### src/rtl/gpc_pkg.sv
// Shared definitions for the two-column GPC accumulator pipeline:
// width helpers and the S1 stage record.
package gpc_pkg;

  // Storage width of a per-column count in the S1 record; supports columns up to 255 bits.
  localparam int GPC_CNT_W = 8;

  // Smallest n such that 2**n >= v.
  function automatic int clog2(input int v);
    int r;
    r = 0;
    for (int i = 0; i < 31; i++) begin
      if ((1 << i) < v) r = i + 1;
    end
    return r;
  endfunction

  // Width needed to hold the largest per-beat sum h0 + h1 * 2**ofs.
  function automatic int gpc_dst_w(input int h0, input int h1, input int ofs);
    return clog2(h0 + h1 * (1 << ofs) + 1);
  endfunction

  // S1 stage record: the two raw column counts plus the frame-end marker.
  typedef struct packed {
    logic [GPC_CNT_W-1:0] cnt0;
    logic [GPC_CNT_W-1:0] cnt1;
    logic                 last;
  } gpc_s1_t;

endpackage

### src/rtl/gpc_col_count.sv
// Combinational population count of one GPC column.
module gpc_col_count
  import gpc_pkg::*;
#(
  parameter int H = 3
) (
  input  logic [H-1:0]            i_bits,
  output logic [clog2(H+1)-1:0]   o_cnt
);

  localparam int CW = clog2(H + 1);

  // Sum the set bits of the column.
  always_comb begin
    o_cnt = '0;
    for (int i = 0; i < H; i++) begin
      o_cnt = o_cnt + CW'(i_bits[i]);
    end
  end

endmodule

### src/rtl/gpc_pipe_acc.sv
// Two-column generalized parallel counter, two register stages, with a
// per-frame running accumulator and sticky overflow flag.
// Optional build macro: GPC_PIPE_ACC_SAT_EN -- when defined, the accumulator
// saturates at 2**ACC_W-1 on carry-out instead of wrapping.
//
// Handshake: a transfer happens on a rising edge where valid & ready are both
// high; a stage holding valid data keeps it, unchanged, until it is taken.
module gpc_pipe_acc
  import gpc_pkg::*;
#(
  parameter  int H0    = 3,
  parameter  int H1    = 3,
  parameter  int OFS   = 2,
  parameter  int ACC_W = 8,
  localparam int DST_W = gpc_dst_w(H0, H1, OFS)
) (
  input  logic              clk,
  input  logic              rst,
  input  logic              in_valid,
  output logic              in_ready,
  input  logic [H0-1:0]     src0,
  input  logic [H1-1:0]     src1,
  input  logic              in_last,
  output logic              out_valid,
  input  logic              out_ready,
  output logic [DST_W-1:0]  dst,
  output logic [ACC_W-1:0]  acc,
  output logic              out_last,
  output logic              ovf
);

  localparam int C0_W  = clog2(H0 + 1);
  localparam int C1_W  = clog2(H1 + 1);
  localparam int SUM_W = ACC_W + 1;

  logic             w_en1;
  logic             w_en2;
  logic [C0_W-1:0]  w_cnt0;
  logic [C1_W-1:0]  w_cnt1;
  gpc_s1_t          w_s1_next;

  logic             r_v1;
  gpc_s1_t          r_s1;

  logic             r_v2;
  logic [DST_W-1:0] r_dst;
  logic [ACC_W-1:0] r_acc;
  logic             r_last;
  logic             r_ovf;
  logic             r_frame_start;

  logic [DST_W-1:0] w_dst_next;
  logic [ACC_W-1:0] w_acc_base;
  logic             w_ovf_base;
  logic [SUM_W-1:0] w_sum;
  logic             w_carry;
  logic [ACC_W-1:0] w_acc_next;
  logic             w_ovf_next;
  logic             w_unused_cnt;

  gpc_col_count #(.H(H0)) u_col0 (
    .i_bits (src0),
    .o_cnt  (w_cnt0)
  );

  gpc_col_count #(.H(H1)) u_col1 (
    .i_bits (src1),
    .o_cnt  (w_cnt1)
  );

  // Stall chain: a stage may load when it is empty or its successor loads.
  always_comb begin
    w_en2    = !r_v2 | out_ready;
    w_en1    = !r_v1 | w_en2;
    in_ready = w_en1;
  end

  // Build the S1 record from the column counts.
  always_comb begin
    w_s1_next      = '0;
    w_s1_next.cnt0 = GPC_CNT_W'(w_cnt0);
    w_s1_next.cnt1 = GPC_CNT_W'(w_cnt1);
    w_s1_next.last = in_last;
  end

  // S1 register: column counts and frame marker of the accepted beat.
  always_ff @(posedge clk or posedge rst) begin
    if (rst) begin
      r_v1 <= 1'b0;
      r_s1 <= '0;
    end else if (w_en1) begin
      r_v1 <= in_valid;
      if (in_valid) r_s1 <= w_s1_next;
    end
  end

  // Upper record bits beyond the count widths are always zero.
  assign w_unused_cnt = ^{r_s1.cnt0, r_s1.cnt1};

  // Weighted beat sum and next accumulator / overflow values.
  always_comb begin
    w_dst_next = DST_W'(r_s1.cnt0) + (DST_W'(r_s1.cnt1) << OFS);
    w_acc_base = r_frame_start ? '0 : r_acc;
    w_ovf_base = r_frame_start ? 1'b0 : r_ovf;
    w_sum      = {1'b0, w_acc_base} + SUM_W'(w_dst_next);
    w_carry    = w_sum[ACC_W];
`ifdef GPC_PIPE_ACC_SAT_EN
    w_acc_next = w_carry ? {ACC_W{1'b1}} : w_sum[ACC_W-1:0];
`else
    w_acc_next = w_sum[ACC_W-1:0];
`endif
    w_ovf_next = w_ovf_base | w_carry;
  end

  // S2 register: results plus frame tracking; holds while stalled downstream.
  always_ff @(posedge clk or posedge rst) begin
    if (rst) begin
      r_v2          <= 1'b0;
      r_dst         <= '0;
      r_acc         <= '0;
      r_last        <= 1'b0;
      r_ovf         <= 1'b0;
      r_frame_start <= 1'b1;
    end else if (w_en2) begin
      r_v2 <= r_v1;
      if (r_v1) begin
        r_dst         <= w_dst_next;
        r_acc         <= w_acc_next;
        r_last        <= r_s1.last;
        r_ovf         <= w_ovf_next;
        r_frame_start <= r_s1.last;
      end
    end
  end

  // Output mapping.
  always_comb begin
    out_valid = r_v2;
    dst       = r_dst;
    acc       = r_acc;
    out_last  = r_last;
    ovf       = r_ovf;
  end

endmodule

### config.mk
export PLATFORM = sky130hd
export DESIGN_NAME = gpc_pipe_acc
export DESIGN_NICKNAME = d
export VERILOG_FILES = /design/src/rtl/gpc_pkg.sv /design/src/rtl/gpc_col_count.sv /design/src/rtl/gpc_pipe_acc.sv
export SDC_FILE = /design/constraint.sdc
export NUM_CORES = 1
export LEC_CHECK = 0
export BUFFER_PORTS_ARGS = -buffer_cell sky130_fd_sc_hd__buf_2
export CAP_MARGIN = 20
export CORE_ASPECT_RATIO = 0.6
export CORE_MARGIN = 2
export CORE_UTILIZATION = 40
export DETAILED_ROUTE_END_ITERATION = 8
export GPL_TIMING_DRIVEN = 0
export HOLD_SLACK_MARGIN = 0.15
export PLACE_DENSITY = 0.7
export SLEW_MARGIN = 25
export SYNTH_ARGS = -nofsm -noshare
export SYNTH_HDL_FRONTEND = slang
export SYNTH_SLANG_ARGS = --single-unit
### constraint.sdc
create_clock -name clk -period 2.65 [get_ports clk]
set_input_delay 0.265 -clock clk [delete_from_list [all_inputs] [get_ports clk]]
set_output_delay 0.265 -clock clk [all_outputs]
set_load 0.1 [all_outputs]
==> metrics.log, run 1 <==
[metrics] status: completed
[metrics] number of max-capacitance violations reported: 0
[metrics] number of pins exceeding their max-slew limit in the final report: 0
[metrics] number of different library cells in the post-synthesis netlist: 31
[metrics] multi-input gate area in the final layout: 541.8 sq um
[metrics] count of filler cells inserted in the layout: 237
[metrics] number of global-route vias before repair: 779
[metrics] Tcrit/Tclk final: 87.06%
[metrics] synthesized area: 1134 sq um
[metrics] width of the die: 72.73 um
[metrics] quantity of gates resized following cts: 0
[metrics] area fraction in and, or, nand and nor cells after synthesis: 17.66%
[metrics] adder-cell share of the synthesized area: 9.713%
[metrics] endpoints failing hold: 0
[metrics] unrepaired setup endpoints after global routing: false
[metrics] Final #Nets: 151
[metrics] count of clock tree sinks: 22
[metrics] nature of the critical path startpoint: flip-flop
[metrics] Worst setup EP type: flip-flop
[metrics] Hold/Removal Path Class: primary input to asynchronous set/reset pin
[metrics] most common cell after layout, fill and taps aside: sky130_fd_sc_hd__buf_2
[metrics] critical path peak fanout: 10
[metrics] clock buffer count from CTS: 3
[metrics] area added between synthesis and finish: 21.41%
[metrics] portion of the post-synthesis area used by sequential elements: 48.68%
[metrics] post-CTS clock slew at the launch and capture registers of the worst setup and hold paths: 0.08 ns
[metrics] Ys Warns: 0
[metrics] CTS hold repair buffers: 0
[metrics] max frequency: 433.5 MHz
[metrics] CTS H-tree depth: 1
[metrics] number of nets produced by synthesis: 120
[metrics] via-per-instance ratio: 4.976
[metrics] largest net degree at the start of global routing: 23
[metrics] post-synthesis compound-gate area fraction: 8.389%
[metrics] final weighted congestion of routability-driven global placement: 0.8336
[metrics] insertion delay of the later-clocked pin in the worst-skew pair: 0.27 ns
[metrics] wire length after detailed routing: 2173 um
[metrics] Post-Synth XOR/XNOR Area: 3.091%
[metrics] Sequential cell area: 553.0 sq um
[metrics] Die Area: 3290 sq um
[metrics] number of synthesized register bits: 22
[metrics] number of nets with antenna violations after routing: 0
[metrics] number of buffers inserted to repair setup after CTS: 0
[metrics] CTS Root Buffer Type: sky130_fd_sc_hd__clkbuf_8
[metrics] total half-perimeter wirelength after legalization and detailed placement: 1644 um
[metrics] remaining design rule violation count: 0
[metrics] area of the placeable core: 2592 sq um
[metrics] final core occ: 53.09%
[metrics] Setup TNS: 0 ns
[metrics] first-pass GRT wire length: 3705 um
[metrics] Cell Rows: 14
[metrics] routed length per placed instance: 13.25 um
[metrics] number of diodes: 0
[metrics] required time of the critical path: 2.80 ns
[metrics] total vias in the final route: 816
[metrics] Initial DRT Pass Iterations: 4
[metrics] Worst Setup Path Type: flip-flop to flip-flop
[metrics] TritonCTS clock tree: built
[metrics] top-level I/O count: 27
[metrics] number of instances in the synthesized netlist: 102
[metrics] Die Y: 45.24 um
[metrics] antenna violations before repair: 0
[metrics] Setup Viol. Count Final: 0
[metrics] largest buffer count on any clock path: 2
[metrics] total routing usage reported by global routing: 15.33%
[metrics] final period demand of the worst path: 2.307 ns
[metrics] worst endpoint data arrival time: 2.46 ns
[metrics] dominant combinational cell family by area after synthesis: simple AND/OR/NAND/NOR gates
[metrics] total global routing overflow: 0
[metrics] leading cell types in the layout, fill and taps excluded: 28 x sky130_fd_sc_hd__buf_2, 20 x sky130_fd_sc_hd__dfrtp_1, 13 x sky130_fd_sc_hd__nand2_1
[metrics] syn_area_per_cell: 11.11 sq um
[metrics] worst clock skew: 0.003849 ns
[metrics] worst slew slack as a fraction of its limit: 45.73%
[metrics] Initial Util: 43.73%
[metrics] ratio of cells with drive above 1 in the final layout: 34.85%
[metrics] initial DRC count: 29
[metrics] measured slew at the worst slew-check pin: 0.8132 ns
[metrics] fraction of synthesized area in multiplexers: 8.940%
[metrics] count of buffers inserted at the top-level ports: 26
## path summary, 6_finish.rpt
kind	from	cells after the start	slack, ns	end
setup / recovery	r_frame_start$_DFFE_PP1P_	8	0.34	acc[5]$_DFFE_PP0P_
hold / removal	rst	2	0.14	r_v1$_DFFE_PP0N_
hold reg to reg	dst[1]$_DFFE_PP0P_	2	0.48	dst[1]$_DFFE_PP0P_
setup reg to reg	r_frame_start$_DFFE_PP1P_	8	0.34	acc[5]$_DFFE_PP0P_
max in group asynchronous	rst	2	1.96	out_valid$_DFFE_PP0P_
min in group clk	in_valid	2	0.19	r_v1$_DFFE_PP0N_
## worst max-delay path: stages, from the launching register on
cell                       delay [ns]
sky130_fd_sc_hd__dfstp_2         0.53
sky130_fd_sc_hd__clkbuf_1        0.33
sky130_fd_sc_hd__nand2b_1        0.20
sky130_fd_sc_hd__inv_1           0.05
sky130_fd_sc_hd__ha_1            0.28
sky130_fd_sc_hd__a211oi_1        0.27
sky130_fd_sc_hd__o21a_1          0.21
sky130_fd_sc_hd__nor4_1          0.06
sky130_fd_sc_hd__a221o_1         0.26
## registers in the layout (all words and copies together), names as in the netlist
signal / flops
r_frame_start: 1
dst: 4
r_s1: 5
out_last: 1
ovf: 1
out_valid: 1
r_v1: 1
acc: 8
## cell families (layout without fill, tap and decap cells)
logic type	count (synthesis)	in the layout
compound gates	15	15
xor+xnor	4	4
fa+ha+maj	7	7
buf+inv	9	39
flops	22	22
mux	9	9
simple gates	36	36
## synthesized netlist by cell type
| cell type | count | area [sq um] |
|---|---|---|
| sky130_fd_sc_hd__buf_4 | 1 | 7.510 |
| sky130_fd_sc_hd__nand4b_1 | 1 | 8.760 |
| sky130_fd_sc_hd__xor2_1 | 2 | 17.52 |
| sky130_fd_sc_hd__nand2_2 | 1 | 6.260 |
| sky130_fd_sc_hd__buf_2 | 2 | 10.01 |
| sky130_fd_sc_hd__nor4_1 | 1 | 6.260 |
| sky130_fd_sc_hd__inv_1 | 5 | 18.77 |
| sky130_fd_sc_hd__nor2_1 | 1 | 3.750 |
| sky130_fd_sc_hd__dfrtp_1 | 21 | 525.5 |
| sky130_fd_sc_hd__dfstp_2 | 1 | 26.28 |
| sky130_fd_sc_hd__a21o_1 | 1 | 7.510 |
| sky130_fd_sc_hd__o21a_1 | 1 | 7.510 |
| sky130_fd_sc_hd__nor2b_1 | 5 | 31.28 |
| sky130_fd_sc_hd__fa_1 | 3 | 60.06 |
| sky130_fd_sc_hd__nand2b_4 | 1 | 13.76 |
| sky130_fd_sc_hd__a21oi_1 | 3 | 15.01 |
| sky130_fd_sc_hd__nand2_1 | 13 | 48.80 |
| sky130_fd_sc_hd__nand3_1 | 4 | 20.02 |
| sky130_fd_sc_hd__nand3b_1 | 2 | 15.01 |
| sky130_fd_sc_hd__nand4_1 | 1 | 6.260 |
| sky130_fd_sc_hd__o21ai_1 | 2 | 10.01 |
| sky130_fd_sc_hd__clkbuf_1 | 1 | 3.750 |
| sky130_fd_sc_hd__ha_1 | 4 | 50.05 |
| sky130_fd_sc_hd__xnor2_1 | 2 | 17.52 |
| sky130_fd_sc_hd__a22o_1 | 2 | 17.52 |
| sky130_fd_sc_hd__nand2b_1 | 5 | 31.28 |
| sky130_fd_sc_hd__a211oi_1 | 1 | 7.510 |
| sky130_fd_sc_hd__o21ai_0 | 4 | 20.02 |
| sky130_fd_sc_hd__mux2_2 | 9 | 101.4 |
| sky130_fd_sc_hd__and3b_1 | 1 | 8.760 |
| sky130_fd_sc_hd__a221o_1 | 1 | 10.01 |
## per-layer routing
metal	up-vias	global-route usage, %	wire length (um)
li1	406	-	-
met1	376	22.08	1150
met2	34	21.64	834
met3	0	6.250	189
met4	0	3.333	0
met5	-	0	0
## through the flow
| stage | worst slack, ns | area, sq um | cells | hold WS [ns] |
|---|---|---|---|---|
| floorplan | 0.1329 | 1135 | 102 | 0.2534 |
| global placement | 0.4202 | 1305 | 160 | 0.4610 |
| global route | 0.2351 | 1376 | 164 | 0.1999 |
| CTS | 0.3480 | 1376 | 164 | 0.1869 |
| detailed placement | 0.3680 | 1305 | 160 | 0.4676 |
| finish | 0.3430 | 1376 | 164 | 0.1432 |
## layout make-up
type                       count  area share (%)
clock inverter                 1           2.182
inverter                       5           1.364
multi-input combinational     71           39.36
timing repair buffer          26           9.455
sequential                    22           40.18
buffer                         4           1.545
tap                           32           2.909
clock buffer                   3           3.000
Power of run 1 is not shown: default switching activity piles up to over one toggle a cycle in this logic, so the estimate is an artifact.
==> run 2: changes to the inputs <==
CELL_PAD_IN_SITES_DETAIL_PLACEMENT = 1   (was not set)
CELL_PAD_IN_SITES_GLOBAL_PLACEMENT = 1   (was not set)
PLACE_DENSITY = 0.85   (was 0.7)
==> run 2 against run 1 <==
Effect of this change:
- worst hold slack better by 0.019 ns
- critical endpoint unchanged
- utilization did not move
- clock skew is 0.00056 ns lower
- register-to-register slack about the same
- critical path depth unchanged
- largest cell class unchanged
- die area unchanged
- first-iteration DRC count shrank 41%
- cell count unchanged
- count of clock-buffer cells in the layout unchanged
- fmax grew 0.35%
- sequential share of layout area did not move
==> metrics.log, run 2 (synthesis results as in run 1) <==
[metrics] status: completed
[metrics] Worst setup EP type: flip-flop
[metrics] final period demand of the worst path: 2.299 ns (-0.008053 ns)
[metrics] number of pins exceeding their max-slew limit in the final report: 0 (unchanged)
[metrics] total routing usage reported by global routing: 17.50% (+2.2 points)
[metrics] worst slew slack as a fraction of its limit: 42.97% (-2.8 points)
[metrics] Worst Setup Path Type: flip-flop to flip-flop
[metrics] number of global-route vias before repair: 877 (+13%)
[metrics] measured slew at the worst slew-check pin: 0.8544 ns (+0.04128 ns)
[metrics] post-CTS clock slew at the launch and capture registers of the worst setup and hold paths: 0.08 ns (about the same)
[metrics] width of the die: 72.73 um (unchanged)
[metrics] count of clock tree sinks: 22 (unchanged)
[metrics] Tcrit/Tclk final: 86.75% (-0.30 points)
[metrics] leading cell types in the layout, fill and taps excluded: 28 x sky130_fd_sc_hd__buf_2, 20 x sky130_fd_sc_hd__dfrtp_1, 13 x sky130_fd_sc_hd__nand2_1
[metrics] CTS H-tree depth: 1 (unchanged)
[metrics] area added between synthesis and finish: 21.41% (unchanged)
[metrics] clock buffer count from CTS: 3 (unchanged)
[metrics] max frequency: 435.0 MHz (+0.35%)
[metrics] TritonCTS clock tree: built
[metrics] area of the placeable core: 2592 sq um (unchanged)
[metrics] wire length after detailed routing: 2502 um (+15%)
[metrics] CTS hold repair buffers: 0 (unchanged)
[metrics] largest buffer count on any clock path: 2 (unchanged)
[metrics] Initial Util: 43.73% (unchanged)
[metrics] number of max-capacitance violations reported: 0 (unchanged)
[metrics] initial DRC count: 17 (-41%)
[metrics] worst clock skew: 0.003290 ns (-0.0005595 ns)
[metrics] CP Cell Sequence: clkbuf_1 > nand2b_1 > inv_1 > ha_1 > a211oi_1 > o21a_1 > nor4_1 > a221o_1
[metrics] Final #Nets: 151 (unchanged)
[metrics] ratio of cells with drive above 1 in the final layout: 34.85% (unchanged)
[metrics] final weighted congestion of routability-driven global placement: 0.8067 (-3.2%)
[metrics] total vias in the final route: 855 (+4.8%)
[metrics] cell family contributing the most delay on the critical path: compound AO/OA/AOI/OAI gates
[metrics] quantity of gates resized following cts: 0 (unchanged)
[metrics] critical path peak fanout: 10 (unchanged)
[metrics] unrepaired setup endpoints after global routing: false
[metrics] CTS Root Buffer Type: sky130_fd_sc_hd__clkbuf_8
[metrics] required time of the critical path: 2.80 ns (about the same)
[metrics] via-per-instance ratio: 5.213 (+4.8%)
[metrics] placed cell count: 160 (unchanged)
[metrics] number of flip-flops in the largest register: 8 (unchanged)
[metrics] number of diodes: 0 (unchanged)
[metrics] insertion delay of the later-clocked pin in the worst-skew pair: 0.26 ns (about the same)
[metrics] number of nets with antenna violations after routing: 0 (unchanged)
[metrics] number of buffers inserted to repair setup after CTS: 0 (unchanged)
[metrics] nature of the critical path startpoint: flip-flop
[metrics] Setup Viol. Count Final: 0 (unchanged)
[metrics] WP buf/inv: 2 (unchanged)
[metrics] largest net degree at the start of global routing: 23 (unchanged)
[metrics] total global routing overflow: 0 (unchanged)
[metrics] Cell Rows: 14 (unchanged)
[metrics] routed length per placed instance: 15.26 um (+15%)
[metrics] worst endpoint data arrival time: 2.45 ns (about the same)
[metrics] Die Y: 45.24 um (unchanged)
[metrics] stage delay of the slowest cell on the critical path: 0.53 ns (about the same)
[metrics] remaining design rule violation count: 0 (unchanged)
[metrics] final standard cell count with taps included and fillers excluded: 164 (unchanged)
[metrics] cell with the largest stage delay on the worst path: sky130_fd_sc_hd__dfstp_2
[metrics] Setup TNS: 0 ns (unchanged)
[metrics] antenna violations before repair: 0 (unchanged)
[metrics] Initial DRT Pass Iterations: 4 (unchanged)
[metrics] count of buffers inserted at the top-level ports: 26 (unchanged)
[metrics] top-level I/O count: 27 (unchanged)
[metrics] Die Area: 3290 sq um (unchanged)
[metrics] most common cell after layout, fill and taps aside: sky130_fd_sc_hd__buf_2
[metrics] total half-perimeter wirelength after legalization and detailed placement: 1876 um (+14%)
[metrics] endpoints failing hold: 0 (unchanged)
[metrics] Hold/Removal Path Class: primary input to asynchronous set/reset pin
[metrics] first-pass GRT wire length: 4146 um (+12%)
run 2: cell counts in the layout (fill, tap and decap cells not counted):
No cell type changed its count.
run 2: path summary, 6_finish.rpt:
path,from,end,slack (ns),depth (start not counted)
max,r_frame_start$_DFFE_PP1P_,acc[5]$_DFFE_PP0P_,0.35,8
min,rst,acc[3]$_DFFE_PP0P_,0.16,2
max reg2reg,r_frame_start$_DFFE_PP1P_,acc[5]$_DFFE_PP0P_,0.35,8
min reg2reg,dst[1]$_DFFE_PP0P_,dst[1]$_DFFE_PP0P_,0.49,2
max in group asynchronous,rst,out_valid$_DFFE_PP0P_,1.91,2
min in group clk,in_valid,r_v1$_DFFE_PP0N_,0.21,2
run 2: cell type report:
class / count / area, sq um
Buffer: 4 / 21.27
Clock buffer: 3 / 41.29
Clock inverter: 1 / 30.03
Fill cell: 302 / 1216
Inverter: 5 / 18.77
Multi-Input combinational cell: 71 / 541.8
Sequential cell: 22 / 553.0
Tap cell: 32 / 40.04
Timing Repair Buffer: 26 / 130.1
run 2: metal layers:
layer / GRT usage [%] / wire [um] / up-vias
met1: 22.00 / 1162 / 422
met2: 28.73 / 1156 / 26
met5: 0 / 0 / -
met3: 7.143 / 172 / 2
li1: - / - / 405
met4: 4.074 / 10 / 0
run 2: through the flow:
step	hold WS, ns	area [sq um]	utilization [%]	setup WS, ns
after detailed placement	0.4725	1305	50.34	0.3668
after global routing	0.2043	1376	53.09	0.1930
final	0.1625	1376	53.09	0.3510
after floorplan	0.2534	1135	-	0.1329
after global placement	0.4571	1305	50.34	0.4058
after CTS	0.1951	1376	53.09	0.3099
run 2: worst register-to-register path: stages, from the launching register on:
cell	delay [ns]
sky130_fd_sc_hd__dfstp_2	0.53
sky130_fd_sc_hd__clkbuf_1	0.33
sky130_fd_sc_hd__nand2b_1	0.21
sky130_fd_sc_hd__inv_1	0.06
sky130_fd_sc_hd__ha_1	0.28
sky130_fd_sc_hd__a211oi_1	0.24
sky130_fd_sc_hd__o21a_1	0.22
sky130_fd_sc_hd__nor4_1	0.06
sky130_fd_sc_hd__a221o_1	0.27
Power of run 2 is left out for the same reason.
==> run 3: changes to the inputs <==
clock period = 2.37 ns   (was 2.65 ns; I/O delays follow)
==> run 3 against run 2 <==
Effect of this change:
- sequential share of layout area up 0.15 points
- sequential cell count stayed put
- wire length grew 2.4%
- die area did not move
- non-clock buffer count is 1 lower
- global-route usage up 0.54 points
- first-iteration DRC count is 82% higher
- clock skew is 0.0013 ns higher
- critical endpoint unchanged
- highest routed layer unchanged
==> metrics.log, run 3 (synthesis results as in run 1) <==
[metrics] status: completed
[metrics] insertion delay of the later-clocked pin in the worst-skew pair: 0.26 ns (about the same)
[metrics] ratio of cells with drive above 1 in the final layout: 35.88% (+1.0 points)
[metrics] CTS hold repair buffers: 0 (unchanged)
[metrics] Final #Nets: 150 (-0.66%)
[metrics] quantity of gates resized following cts: 0 (unchanged)
[metrics] Tcrit/Tclk final: 86.22% (-0.53 points)
[metrics] measured slew at the worst slew-check pin: 0.8475 ns (-0.006994 ns)
[metrics] largest buffer count on any clock path: 2 (unchanged)
[metrics] number of cells on the critical path: 7 (-1)
[metrics] number of pins exceeding their max-slew limit in the final report: 0 (unchanged)
[metrics] number of buffers inserted to repair setup after CTS: 0 (unchanged)
[metrics] total half-perimeter wirelength after legalization and detailed placement: 2049 um (+9.2%)
[metrics] worst clock skew: 0.004595 ns (+0.001306 ns)
[metrics] top-level I/O count: 27 (unchanged)
[metrics] total vias in the final route: 874 (+2.2%)
[metrics] area of the placeable core: 2592 sq um (unchanged)
[metrics] WP buf/inv: 1 (-1)
[metrics] count of buffers inserted at the top-level ports: 26 (unchanged)
[metrics] Initial DRT Pass Iterations: 4 (unchanged)
[metrics] number of nets with antenna violations after routing: 0 (unchanged)
[metrics] routed length per placed instance: 15.71 um (+3.0%)
[metrics] worst endpoint data arrival time: 2.19 ns (-0.26 ns)
[metrics] most common cell after layout, fill and taps aside: sky130_fd_sc_hd__buf_2
[metrics] CP Cell Sequence: nand2b_1 > inv_1 > ha_1 > a211oi_1 > o21a_1 > nor4_1 > a221o_1
[metrics] remaining design rule violation count: 0 (unchanged)
[metrics] cell with the largest stage delay on the worst path: sky130_fd_sc_hd__dfstp_2
[metrics] required time of the critical path: 2.52 ns (-0.28 ns)
[metrics] nature of the critical path startpoint: flip-flop
[metrics] Sequential cell area: 555.5 sq um (+0.45%)
[metrics] final core occ: 53.14% (about the same)
[metrics] count of filler cells inserted in the layout: 303 (+0.33%)
[metrics] Worst setup EP type: flip-flop
[metrics] leading cell types in the layout, fill and taps excluded: 28 x sky130_fd_sc_hd__buf_2, 20 x sky130_fd_sc_hd__dfrtp_1, 12 x sky130_fd_sc_hd__nand2_1
[metrics] wire length after detailed routing: 2561 um (+2.4%)
[metrics] first-pass GRT wire length: 4312 um (+4.0%)
[metrics] antenna violations before repair: 0 (unchanged)
[metrics] number of global-route vias before repair: 901 (+2.7%)
[metrics] CTS Root Buffer Type: sky130_fd_sc_hd__clkbuf_8
[metrics] clock buffer count from CTS: 3 (unchanged)
[metrics] Hold/Removal Path Class: primary input to asynchronous set/reset pin
[metrics] final period demand of the worst path: 2.043 ns (-0.2555 ns)
[metrics] via-per-instance ratio: 5.362 (+2.8%)
[metrics] count of clock tree sinks: 22 (unchanged)
[metrics] number of max-capacitance violations reported: 0 (unchanged)
[metrics] TritonCTS clock tree: built
[metrics] area added between synthesis and finish: 21.52% (about the same)
[metrics] number of diodes: 0 (unchanged)
[metrics] post-CTS clock slew at the launch and capture registers of the worst setup and hold paths: 0.08 ns (about the same)
[metrics] unrepaired setup endpoints after global routing: false
[metrics] Cell Rows: 14 (unchanged)
[metrics] max frequency: 489.4 MHz (+13%)
[metrics] Die Y: 45.24 um (unchanged)
[metrics] Setup Viol. Count Final: 0 (unchanged)
[metrics] stage delay of the slowest cell on the critical path: 0.64 ns (+0.11 ns)
[metrics] total global routing overflow: 0 (unchanged)
[metrics] multi-input gate area in the final layout: 544.3 sq um (+0.46%)
[metrics] Worst Setup Path Type: flip-flop to flip-flop
[metrics] Setup TNS: 0 ns (unchanged)
[metrics] length in cells of the worst reg-to-reg path: 7 (-1)
[metrics] number of flip-flops in the largest register: 8 (unchanged)
[metrics] worst slew slack as a fraction of its limit: 43.44% (+0.47 points)
[metrics] final weighted congestion of routability-driven global placement: 0.7915 (-1.9%)
[metrics] critical path peak fanout: 11 (+1)
[metrics] Initial Util: 43.73% (unchanged)
[metrics] cell family contributing the most delay on the critical path: compound AO/OA/AOI/OAI gates
[metrics] CTS H-tree depth: 1 (unchanged)
[metrics] width of the die: 72.73 um (unchanged)
[metrics] total routing usage reported by global routing: 18.04% (+0.54 points)
[metrics] largest net degree at the start of global routing: 23 (unchanged)
[metrics] initial DRC count: 31 (+14)
[metrics] endpoints failing hold: 0 (unchanged)
[metrics] Die Area: 3290 sq um (unchanged)
run 3: final cells by class:
type	instances	area share (%)
clock inverters	1	2.180
clock buffers	3	2.997
repair buffers	26	9.446
inverters	5	1.362
plain buffers	3	1.272
flip-flops and latches	22	40.33
well taps	32	2.906
multi-input cells	71	39.51
run 3: worst reg2reg max path, stage by stage (launching register included):
cell and delay [ns]:
sky130_fd_sc_hd__dfstp_2 0.64, sky130_fd_sc_hd__nand2b_1 0.17, sky130_fd_sc_hd__inv_1 0.05, sky130_fd_sc_hd__ha_1 0.29
sky130_fd_sc_hd__a211oi_1 0.25, sky130_fd_sc_hd__o21a_1 0.21, sky130_fd_sc_hd__nor4_1 0.06, sky130_fd_sc_hd__a221o_1 0.27
run 3: worst paths after layout:
| check | from | to | slack (ns) |
|---|---|---|---|
| hold / removal | rst | r_v1$_DFFE_PP0N_ | 0.14 |
| setup / recovery | r_frame_start$_DFFE_PP1P_ | acc[5]$_DFFE_PP0P_ | 0.33 |
| setup reg to reg | r_frame_start$_DFFE_PP1P_ | acc[5]$_DFFE_PP0P_ | 0.33 |
| min in group clk | in_valid | r_v1$_DFFE_PP0N_ | 0.20 |
| max in group asynchronous | rst | out_valid$_DFFE_PP0P_ | 1.62 |
| hold reg to reg | out_last$_DFFE_PP0P_ | out_last$_DFFE_PP0P_ | 0.48 |
run 3: metal layers:
layer / wire length (um) / share of wire [%] / global-route usage, % / vias to the layer above
li1: - / - / - / 402
met4: 17 / 0.66 / 3.333 / 0
met2: 1232 / 48 / 30.73 / 29
met5: 0 / 0 / 0 / -
met3: 191 / 7.5 / 6.250 / 2
met1: 1120 / 44 / 22.85 / 441
run 3: stage by stage:
| step | std cells | hold WS [ns] | worst slack (ns) | area, sq um |
|---|---|---|---|---|
| floorplan | 102 | 0.2255 | 0.006976 | 1140 |
| global placement | 160 | 0.4385 | 0.1275 | 1310 |
| detailed placement | 160 | 0.4526 | 0.05133 | 1310 |
| CTS | 164 | 0.1588 | 0.01787 | 1381 |
| global route | 163 | 0.1824 | 0.1775 | 1378 |
| finish | 163 | 0.1366 | 0.3265 | 1378 |
Power of run 3 is left out for the same reason.
